File: config.mk
export PLATFORM = sky130hd
export DESIGN_NAME = fetch_unit
export DESIGN_NICKNAME = d
export VERILOG_FILES = /design/src/rtl/fetch_unit_pkg.sv /design/src/rtl/fetch_unit_pc_next_calc.sv /design/src/rtl/fetch_unit.sv
export SDC_FILE = /design/constraint.sdc
export NUM_CORES = 1
export LEC_CHECK = 0
export ABC_AREA = 1
export CELL_PAD_IN_SITES_DETAIL_PLACEMENT = 1
export CELL_PAD_IN_SITES_GLOBAL_PLACEMENT = 1
export CORE_ASPECT_RATIO = 0.7
export CORE_MARGIN = 4
export CORE_UTILIZATION = 33
export DETAILED_ROUTE_END_ITERATION = 10
export PLACE_DENSITY = 0.89
export SETUP_SLACK_MARGIN = 0.5
export SYNTH_ARGS = -nofsm -noshare
export SYNTH_HDL_FRONTEND = slang
export SYNTH_SLANG_ARGS = --single-unit
File: constraint.sdc
create_clock -name clk -period 2.7 [get_ports clk]
set_input_delay 0.54 -clock clk [delete_from_list [all_inputs] [get_ports clk]]
set_output_delay 0.54 -clock clk [all_outputs]
set_load 0.005 [all_outputs]
File: src/rtl/fetch_unit_pkg.sv
// Shared types for the fetch stage: address/data words and the next-PC select encoding.
// Imported by the fetch unit, its next-PC helper, and any verification model that reuses them.
package fetch_unit_pkg;

  localparam int XLEN = 32;

  typedef logic [XLEN-1:0] addr_t;
  typedef logic [XLEN-1:0] data_t;

  typedef enum logic [1:0] {
    SEL_PC_NONE   = 2'd0,
    SEL_PC_PLUS4  = 2'd1,
    SEL_PC_JUMP   = 2'd2,
    SEL_PC_BRANCH = 2'd3
  } sel_pc_t;

  localparam addr_t PC_STEP = addr_t'(4);

  // Instruction memory is word-addressed, so the two low bits never reach the bus.
  function automatic addr_t align_word(input addr_t a);
    return {a[XLEN-1:2], 2'b00};
  endfunction

endpackage

File: src/rtl/fetch_unit_pc_next_calc.sv
// Combinational next-PC selection with word alignment and a misalignment flag.
// Kept free of state so a reference model can instantiate it directly.
module pc_next_calc
  import fetch_unit_pkg::*;
(
  input  addr_t   pc,
  input  sel_pc_t pc_sel,
  input  logic    br_taken,
  input  addr_t   next_pc,
  output logic    update,
  output addr_t   target,
  output logic    misalign
);

  addr_t raw_target;

  // Sequential fetch wraps silently at the top of the address space.
  always_comb begin
    raw_target = pc + PC_STEP;
    update     = 1'b1;
    case (pc_sel)
      SEL_PC_NONE: begin
        raw_target = pc;
        update     = 1'b0;
      end
      SEL_PC_PLUS4:  raw_target = pc + PC_STEP;
      SEL_PC_JUMP:   raw_target = next_pc;
      SEL_PC_BRANCH: raw_target = br_taken ? next_pc : (pc + PC_STEP);
      default: begin
        raw_target = pc;
        update     = 1'b0;
      end
    endcase
  end

  assign target   = align_word(raw_target);
  assign misalign = update & (|raw_target[1:0]);

endmodule

File: src/rtl/fetch_unit.sv
// Non-pipelined instruction fetch: owns the PC, issues one imem read at a time and
// holds the returned word as IR until control selects the next PC.
module fetch_unit
  import fetch_unit_pkg::*;
#(
  parameter addr_t RESET_PC = 32'h0000_0000,
  parameter data_t NOP_INSN = 32'h0000_0013
) (
  input  logic    clk,
  input  logic    rst_n,
  input  logic    fetch_stall_i,
  input  sel_pc_t pc_sel_i,
  input  logic    br_taken_i,
  input  addr_t   next_pc_i,
  output logic    imem_req_o,
  output addr_t   imem_addr_o,
  input  logic    imem_ready_i,
  input  logic    imem_rvalid_i,
  input  data_t   imem_rdata_i,
  output data_t   ir_o,
  output addr_t   pc_o,
  output logic    ir_valid_o,
  output logic    misalign_o
);

  typedef enum logic [1:0] {
    ST_IDLE,
    ST_REQ,
    ST_WAIT,
    ST_HOLD
  } state_t;

  state_t state;
  logic   pc_update;
  addr_t  pc_target;
  logic   pc_misalign;
  logic   advance;

  pc_next_calc u_pc_next_calc (
    .pc       (pc_o),
    .pc_sel   (pc_sel_i),
    .br_taken (br_taken_i),
    .next_pc  (next_pc_i),
    .update   (pc_update),
    .target   (pc_target),
    .misalign (pc_misalign)
  );

  // Control inputs only matter once an instruction is held; elsewhere they are don't-care.
  assign advance = (state == ST_HOLD) && !fetch_stall_i && pc_update;

  always_ff @(posedge clk) begin
    if (!rst_n) begin
      state       <= ST_IDLE;
      pc_o        <= RESET_PC;
      ir_o        <= NOP_INSN;
      ir_valid_o  <= 1'b0;
      imem_req_o  <= 1'b0;
      imem_addr_o <= RESET_PC;
      misalign_o  <= 1'b0;
    end else begin
      misalign_o <= 1'b0;
      case (state)
        ST_IDLE: begin
          imem_req_o  <= 1'b1;
          imem_addr_o <= pc_o;
          state       <= ST_REQ;
        end
        ST_REQ: begin
          // Request and address stay frozen until the memory accepts them.
          if (imem_ready_i) begin
            imem_req_o <= 1'b0;
            state      <= ST_WAIT;
          end
        end
        ST_WAIT: begin
          // Any rvalid seen while still in REQ belongs to nobody and is dropped.
          if (imem_rvalid_i) begin
            ir_o       <= imem_rdata_i;
            ir_valid_o <= 1'b1;
            state      <= ST_HOLD;
          end
        end
        ST_HOLD: begin
          if (advance) begin
            pc_o        <= pc_target;
            imem_addr_o <= pc_target;
            imem_req_o  <= 1'b1;
            ir_o        <= NOP_INSN;
            ir_valid_o  <= 1'b0;
            misalign_o  <= pc_misalign;
            state       <= ST_REQ;
          end
        end
        default: begin
          state      <= ST_IDLE;
          imem_req_o <= 1'b0;
        end
      endcase
    end
  end

endmodule
==> results.json, run 1 <==
{
  "status": "finished clean",
  "synth-warning-count": 0,
  "path_buf_inv": 1,
  "switchingPower_mw": 2.321,
  "rows": 36,
  "grt_pass1_vias": 5655,
  "intPower_mw": 3.853,
  "ff2ff_path_depth": 8,
  "dieArea_um2": 16820,
  "initial_core_util_pct": 34.37,
  "relSlewSlack_pct": 58.35,
  "seq_area_frac_synth_pct": 39.82,
  "coreArea_um2": 14190,
  "hold_viol_final": 0,
  "cpPeakStageDelay_ns": 0.49,
  "die_y_um": 109.7,
  "crit_path_end_kind": "register",
  "critPathMaxFanout": 7,
  "fin_worst_skew_ns": 0.008563,
  "cp-start-kind": "register",
  "clock_power_share_pct": 20.7,
  "drive_gt1_share_pct": 6.476,
  "rsz0062_at_grt": "true",
  "syn_area_um2": 4877,
  "finalPower_mw": 6.173,
  "grt_pass1_wl_um": 30390,
  "n_antenna_cell": 0,
  "final_area_um2": 7153,
  "tightest_slew_ns": 0.6240,
  "grt_max_degree": 43,
  "setup_viol": 0,
  "arrival_ns": 2.32,
  "synth_cells": 746,
  "pin_count": 171,
  "hold-path-cell-count": 2,
  "vias_per_cell": 5.234,
  "ant_nets": 0,
  "seqCellArea_um2": 1943,
  "sw_frac_of_total_pct": 37.59,
  "min_period_ns": 2.041,
  "wl_um": 20180,
  "htreeDepth": 3,
  "routedWlPerCell_um": 18.33,
  "fp.dieW_um": 153.3,
  "r2r_slack_ns": 0.66,
  "synth_top_area_share_pct": 39.82,
  "ctsHoldBuffers": 0,
  "clk_pin_slew_ns": 0.07,
  "clockBufferDepth": 2,
  "placed_area_um2": 6775,
  "required_ns": 2.98,
  "vias": 5763,
  "maxCapViolations": 0,
  "p_leak_nw": 2.789,
  "area_growth_pct": 46.66,
  "gr-total-overflow": 0,
  "instances_no_fill": 1101,
  "gp_congestion": 0.9340,
  "dr.pass1.iters": 5,
  "grt_util_all_layers_pct": 22.72,
  "hp-start": "ir_o[29]$_SDFFE_PN0P_",
  "power_density_nw_per_um2": 863.0,
  "first_iter_violations": 429,
  "synth.area.top_cells": "dfxtp_1 40%, nand2_1 14%, o21ai_0 10%, a21oi_1 9.7%, inv_1 5.8%",
  "crit_type": "register to register",
  "p_comb_share_pct": 45.1,
  "irDropWorstVdd_uv": 409.4,
  "avgSynthCellArea_um2": 6.538,
  "hold_path_end": "ir_o[29]$_SDFFE_PN0P_",
  "dp_hpwl_um": 14610,
  "path_delay_family": "simple AND/OR/NAND/NOR gates",
  "antenna_found_initial": 0,
  "r2r-end": "imem_addr_o[23]$_SDFFE_PN0P_",
  "cts-root-buf": "clkbuf_16",
  "drc": 0,
  "numPortBuffers": 166,
  "cp_slowest_cell": "dfxtp_1",
  "reg2reg_from": "pc_o[12]$_SDFFE_PN0P_",
  "utilization_pct": 50.41,
  "layout_commonest_cell": "nand2_1",
  "cts_sinks": 97,
  "synth.largest_area_cell": "dfxtp_1",
  "final_cell_mix": "176 x nand2_1, 164 x clkdlybuf4s50_1, 97 x o21ai_0",
  "cts_inserted_buffers": 9,
  "fmax_ghz": 0.4899,
  "synth_cell_types": 32,
  "ys_ff_latch": 97,
  "fin_nets": 984,
  "cts_tree": "yes",
  "min_period_over_period_pct": 75.60,
  "clock_latency_ns": 0.34,
  "fillers": 1815,
  "maxSlewViolCount": 0,
  "min_path_type": "register to register",
  "dp.cells": 1082,
  "worstPathCellList": "inv_1 > nor3_2 > nand3_1 > o21ai_0 > nand2_1 > o21ai_1 > a21oi_1 > nor2_1",
  "seqPwrFrac_pct": 34.1,
  "multi_input_area_um2": 2480,
  "tns_ns": 0
}
-- how the worst max path moves through the flow --
stage,start,end,slack (ns),cells past startpoint
floorplan,state[0]$_SDFFE_PN0P_,ir_o[14]$_SDFFE_PN0P_,0.87,14
global placement,pc_sel_i[1],ir_o[24]$_SDFFE_PN0P_,0.25,13
detailed placement,pc_sel_i[1],ir_o[16]$_SDFFE_PN0P_,0.18,13
CTS,pc_sel_i[1],ir_o[16]$_SDFFE_PN0P_,0.53,13
global route,pc_o[2]$_SDFFE_PN0P_,imem_addr_o[25]$_SDFFE_PN0P_,0.49,11
finish,pc_o[12]$_SDFFE_PN0P_,imem_addr_o[23]$_SDFFE_PN0P_,0.66,8
-- power groups by stage --
stage | Combinational, mW | Clock [mW] | Sequential (mW)
floorplan | 1.23 | 0 | 2.10
global placement | 2.54 | 0 | 2.11
detailed placement | 2.64 | 0 | 2.12
CTS | 2.65 | 1.31 | 2.10
global route | 3.07 | 1.36 | 2.15
finish | 2.79 | 1.28 | 2.11
-- area by class of cell --
type / count / area share (%)
repair buffers: 187 / 26.38
multi-input cells: 528 / 34.67
well taps: 190 / 3.323
flip-flops and latches: 97 / 27.16
clock inverters: 5 / 0.5422
clock buffers: 11 / 3.533
inverters: 83 / 4.390
-- timing repair --
action	4_1_cts	5_1_grt
gates resized for setup	0	15
buffers inserted	0	2
endpoints found under the setup margin	0	56
-- cell usage after synthesis, drive strengths merged --
master and n:
nand4 4, clkinv 1, a211oi 1, o21ai 116, a21oi 96, nand3 30
o31ai 1, nor2 64, o22ai 8, nor3 11, inv 82, clkbuf 33
dfxtp 97, nand2 180, conb 1, a22o 1, o211ai 2, or2 1
a32o 1, buf 8, xor2 1, a41oi 1, ha 6
-- state kept, by name, indices dropped and copies added (netlist names) --
| name | cells |
|---|---|
| imem_req_o | 1 |
| ir_valid_o | 1 |
| ir_o | 32 |
| imem_addr_o | 30 |
| pc_o | 30 |
| state | 2 |
| misalign_o | 1 |
-- stage by stage --
| stage | hold WS (ns) | setup slack [ns] |
|---|---|---|
| global route | 0.4904 | 0.4872 |
| floorplan | 0.4555 | 0.8675 |
| detailed placement | 0.4583 | 0.1778 |
| global placement | 0.4533 | 0.2453 |
| finish | 0.4686 | 0.6587 |
| CTS | 0.4683 | 0.5283 |
-- per-layer routing --
metal / wire length [µm] / track usage, % / share of wire [%]
met1: 9477 / 32.67 / 47
met2: 8849 / 35.30 / 44
met3: 1526 / 4.563 / 7.6
met4: 324 / 5.213 / 1.6
met5: 0 / 0 / 0
-- cells by family after synthesis --
kind of cell / after synthesis / synth area share (%)
AOI/OAI and AO/OA: 227 / 24.27
and+or+nand+nor: 290 / 23.94
xor gates and xnor gates: 1 / 0.1796
DFF: 97 / 39.82
buffers and inverters: 124 / 10.18
other: 1 / 0.07689
adders and majority gates: 6 / 1.539
-- worst reg2reg max path: stages, from the launching register on --
cell     delay [ns]
dfxtp_1        0.49
inv_1          0.18
nor3_2         0.28
nand3_1        0.26
o21ai_0        0.25
nand2_1        0.08
o21ai_1        0.19
a21oi_1        0.12
nor2_1         0.12
No activity file was read; power rests on OpenSTA's default activity.
==> run 2, diff against run 1 <==
Settings changed: CORE_UTILIZATION 33 to 28, PLACE_DENSITY 0.89 to 0.81.
Clock period 2.7 ns to 1.6 ns, I/O delays scaled along.
==> results.json, run 2 (same netlist as run 1, synthesis figures left out) <==
{
  "status": "finished with violations",
  "violations": "setup timing",
  "min_path_type": "register to register",
  "gr-total-overflow": 0,
  "power_density_nw_per_um2": 1458,
  "drc": 0,
  "wl_um": 39430,
  "cpMostUsedCell": "nand2_8",
  "cpPeakStageDelay_ns": 0.36,
  "grt_pass1_vias": 7573,
  "reg_top3": "ir_o x32, imem_addr_o x30, pc_o x30",
  "clockBufferDepth": 2,
  "area_growth_pct": 121.4,
  "vias": 8048,
  "first_iter_violations": 954,
  "cp-start-kind": "register",
  "cts_tree": "yes",
  "fin_worst_skew_ns": 0.01634,
  "arrival_ns": 2.36,
  "clk_pin_slew_ns": 0.09,
  "finalPower_mw": 15.74,
  "grt_pass1_wl_um": 46250,
  "drive_gt1_share_pct": 62.70,
  "required_ns": 1.85,
  "hold_slack_ns": 0.4682,
  "htreeDepth": 3,
  "critPathMaxFanout": 6,
  "grt_max_degree": 39,
  "initial_core_util_pct": 28.49,
  "ant_nets": 0,
  "rows": 40,
  "dr.pass1.iters": 5,
  "max_flop_register": "ir_o",
  "dp_hpwl_um": 15990,
  "dpl_worst_slack_ns": -0.5396,
  "fin_ws_ns": -0.5049,
  "cts_inserted_buffers": 9,
  "vias_per_cell": 6.028,
  "reg2reg_from": "state[0]$_SDFFE_PN0P_",
  "dieArea_um2": 19630,
  "numPortBuffers": 166,
  "final_cell_mix": "134 x buf_6, 116 x buf_4, 114 x nand2_1",
  "worstPathCellList": "ha_4 > nand2_8 > nor2_4 > buf_4 > buf_6 > buf_8 > clkinv_8 > nand2_8 > buf_12 > o21ai_0 > a21oi_1 > nor2_1",
  "crit_path_end_kind": "register",
  "tightest_slew_ns": 0.5227,
  "fp.dieW_um": 165.7,
  "r2r_slack_ns": -0.50,
  "tns_ns": -30.27,
  "hold_viol_final": 0,
  "maxSlewViolCount": 0,
  "min_period_ns": 2.105,
  "cp_slowest_cell": "dfxtp_2",
  "rsz0062_at_grt": "true",
  "cts-root-buf": "clkbuf_16",
  "clock_latency_ns": 0.38,
  "crit_type": "register to register",
  "grt_util_all_layers_pct": 30.10,
  "cts_sinks": 97,
  "utilization_pct": 63.08,
  "layout_commonest_cell": "buf_6",
  "setup_viol": 97,
  "fmax_ghz": 0.4751,
  "irDropWorstVdd_uv": 649.3,
  "hp-start": "ir_o[28]$_SDFFE_PN0P_",
  "crit_path_start": "state[0]$_SDFFE_PN0P_",
  "p_leak_nw": 4.574,
  "maxCapViolations": 0,
  "pin_count": 171,
  "relSlewSlack_pct": 64.78,
  "gp_congestion": 0.8820,
  "largest_register_ffs": 32,
  "antenna_found_initial": 2,
  "routedWlPerCell_um": 29.53,
  "fin_nets": 1175,
  "coreArea_um2": 17120,
  "die_y_um": 118.4,
  "min_period_over_period_pct": 131.6
}
## run 2: where the power goes
| part | internal, mW | switching, mW |
|---|---|---|
| Combinational | 4.79 | 4.87 |
| Clock | 1.06 | 1.13 |
| Sequential | 3.24 | 0.656 |
| Total | 9.09 | 6.65 |
## run 2: layout make-up
type	instances	area, µm²
diodes	2	5.005
clock buffers	11	232.7
clock inverters	5	32.53
fillers	1954	6320
inverters	83	337.8
multi-input cells	529	3742
flip-flops and latches	97	2106
well taps	231	289.0
repair buffers	377	4051
## run 2: repair_timing
item                                    in CTS  in global routing
hold buffers                                 0                  0
endpoints found under the setup margin     192                192
pin swaps                                   59                 58
setup buffers                               56                 42
resized for setup                          766                227
cloned                                      11                  4
## run 2: critical path, delay by kind of cell (launching register included)
kind	cells	cell delay (ns)
buf+inv	5	0.55
fa+ha+maj	1	0.23
compound gates	2	0.39
flops	1	0.36
simple gates	4	0.44
## run 2: path summary, 6_finish.rpt
check | end | cells after the start
worst min register to register | ir_o[28]$_SDFFE_PN0P_ | 2
worst max register to register | imem_addr_o[2]$_SDFFE_PN0P_ | 12
worst max-delay path | imem_addr_o[2]$_SDFFE_PN0P_ | 12
worst min-delay path | ir_o[28]$_SDFFE_PN0P_ | 2
## run 2: per-layer routing
metal	global-route usage (%)	routed length [µm]	up-vias
li1	-	-	3156
met1	36.15	14520	3887
met2	50.13	17610	726
met3	7.456	3895	279
met4	15.30	3399	0
met5	0	0	-
## run 2: stage by stage
step           area [µm²]  std cells
2_1_floorplan        5126        749
3_3_place_gp         7675       1204
3_5_place_dp         7675       1204
4_1_cts              9543       1287
5_1_grt             10790       1334
6_report            10800       1335
==> run 3, diff against run 2 <==
--- a/config.mk
+++ b/config.mk
@@ -11,7 +11,7 @@
 export CORE_ASPECT_RATIO = 0.7
 export CORE_MARGIN = 4
-export CORE_UTILIZATION = 28
+export CORE_UTILIZATION = 33
 export DETAILED_ROUTE_END_ITERATION = 10
-export PLACE_DENSITY = 0.81
+export PLACE_DENSITY = 0.89
 export SETUP_SLACK_MARGIN = 0.5
 export SYNTH_ARGS = -nofsm -noshare
==> constraint.sdc (replaced) <==
create_clock -name clk -period 2.5 [get_ports clk]
set_input_delay 0.5 -clock clk [delete_from_list [all_inputs] [get_ports clk]]
set_output_delay 0.5 -clock clk [all_outputs]
set_load 0.01 [all_outputs]
==> results.json, run 3 (same netlist as run 1, synthesis figures left out) <==
{
  "status": "finished clean",
  "largest_register_ffs": 32,
  "reg2reg_from": "pc_o[13]$_SDFFE_PN0P_",
  "clock_latency_ns": 0.35,
  "antenna_found_initial": 0,
  "gp_congestion": 0.9348,
  "cts_sinks": 97,
  "dieArea_um2": 16820,
  "p_leak_nw": 2.840,
  "vias_per_cell": 5.193,
  "die_y_um": 109.7,
  "worstPathCellList": "clkdlybuf4s50_1",
  "fin_ws_ns": 0.5566,
  "min_period_ns": 1.943,
  "maxCapViolations": 0,
  "arrival_ns": 1.44,
  "power_density_nw_per_um2": 957.4,
  "clockBufferDepth": 2,
  "hold-path-cell-count": 2,
  "fin_nets": 989,
  "max_flop_register": "ir_o",
  "crit_type": "register to primary output",
  "r2r_slack_ns": 0.59,
  "critPathMaxFanout": 7,
  "cts_tree": "yes",
  "maxSlewViolCount": 0,
  "hold_slack_ns": 0.4671,
  "cp_slowest_cell": "clkdlybuf4s50_1",
  "finalPower_mw": 6.984,
  "cts_inserted_buffers": 9,
  "fin_worst_skew_ns": 0.006292,
  "routedWlPerCell_um": 18.18,
  "placed_area_um2": 6813,
  "coreArea_um2": 14190,
  "layout_commonest_cell": "nand2_1",
  "min_path_type": "register to register",
  "grt_max_degree": 46,
  "cts-root-buf": "clkbuf_16",
  "rsz0062_at_grt": "true",
  "final_cell_mix": "175 x nand2_1, 164 x clkdlybuf4s50_1, 96 x o21ai_0",
  "reg_top3": "ir_o x32, imem_addr_o x30, pc_o x30",
  "pin_count": 171,
  "ant_nets": 0,
  "drc": 0,
  "final_area_um2": 7295,
  "dr.pass1.iters": 4,
  "gr-total-overflow": 0,
  "htreeDepth": 3,
  "area_growth_pct": 49.56,
  "fmax_ghz": 0.5146,
  "cpPeakStageDelay_ns": 0.60,
  "rows": 36,
  "vias": 5743,
  "required_ns": 2.00,
  "drive_gt1_share_pct": 9.389,
  "path_buf_inv": 1,
  "grt_pass1_wl_um": 30750,
  "irDropWorstVdd_uv": 384.9,
  "fp.dieW_um": 153.3,
  "ff2ff_path_depth": 11,
  "crit_path_end_kind": "primary output",
  "n_antenna_cell": 0,
  "hold_viol_final": 0,
  "numPortBuffers": 166,
  "instances_no_fill": 1106,
  "dpl_worst_slack_ns": 0.04409,
  "first_iter_violations": 408,
  "wl_um": 20100,
  "clk_pin_slew_ns": 0.07,
  "grt_pass1_vias": 5628,
  "hold_path_end": "ir_o[2]$_SDFFE_PN0P_",
  "tns_ns": 0,
  "r2r-end": "imem_addr_o[24]$_SDFFE_PN0P_",
  "utilization_pct": 51.41,
  "cp-start-kind": "register",
  "path_delay_family": "buffers and inverters",
  "grt_util_all_layers_pct": 23.11,
  "setup_viol": 0,
  "min_period_over_period_pct": 77.73,
  "initial_core_util_pct": 34.37,
  "dp_hpwl_um": 14620,
  "dp.cells": 1087,
  "hp-start": "ir_o[2]$_SDFFE_PN0P_"
}
run 3: cell types whose count changed in the layout (fill, tap and decap cells not counted), sizes merged, moves of 3 or more:
cell,before,now
buf,298,25
clkdlybuf4s50,69,164
clkbuf,17,11
clkinv,7,3
inv,80,83
run 3: layout make-up:
| cell class | count | area (µm²) |
|---|---|---|
| clock buffer | 10 | 239.0 |
| clock inverter | 6 | 87.58 |
| fill | 1821 | 6894 |
| inverter | 83 | 315.3 |
| multi-input combinational | 528 | 2535 |
| sequential | 97 | 1958 |
| tap | 190 | 237.7 |
| timing repair buffer | 192 | 1922 |
run 3: repair_timing:
item / in CTS / in global routing
buffers inserted: 2 / 0
gates resized for setup: 9 / 34
setup endpoints to repair: 40 / 67
hold buffers: 0 / 0
cloned: 1 / 0
pin swaps: 1 / 2
run 3: worst max path at each step:
stage | from | endpoint | cells past startpoint
after global routing | pc_o[13]$_SDFFE_PN0P_ | imem_addr_o[24]$_SDFFE_PN0P_ | 11
after floorplan | state[0]$_SDFFE_PN0P_ | ir_o[14]$_SDFFE_PN0P_ | 14
after detailed placement | pc_sel_i[0] | ir_o[31]$_SDFFE_PN0P_ | 13
after CTS | state[0]$_SDFFE_PN0P_ | ir_o[10]$_SDFFE_PN0P_ | 12
final | pc_o[13]$_SDFFE_PN0P_ | pc_o[13] | 1
after global placement | pc_sel_i[0] | ir_valid_o$_SDFFE_PN0P_ | 13
run 3: metal layers:
layer | vias to the layer above | routed length, µm | track usage (%) | part of all wire, %
met1 | 2747 | 9201 | 31.98 | 46
met5 | - | 0 | 0 | 0
met4 | 0 | 391 | 6.739 | 1.9
met2 | 203 | 8894 | 36.31 | 44
li1 | 2763 | - | - | -
met3 | 30 | 1616 | 5.311 | 8.0
run 3: power by group:
group          internal (mW)  switching (mW)  total (mW)
combinational           1.48            1.68        3.16
clock                  0.909           0.632        1.54
sequential              1.99           0.294        2.28
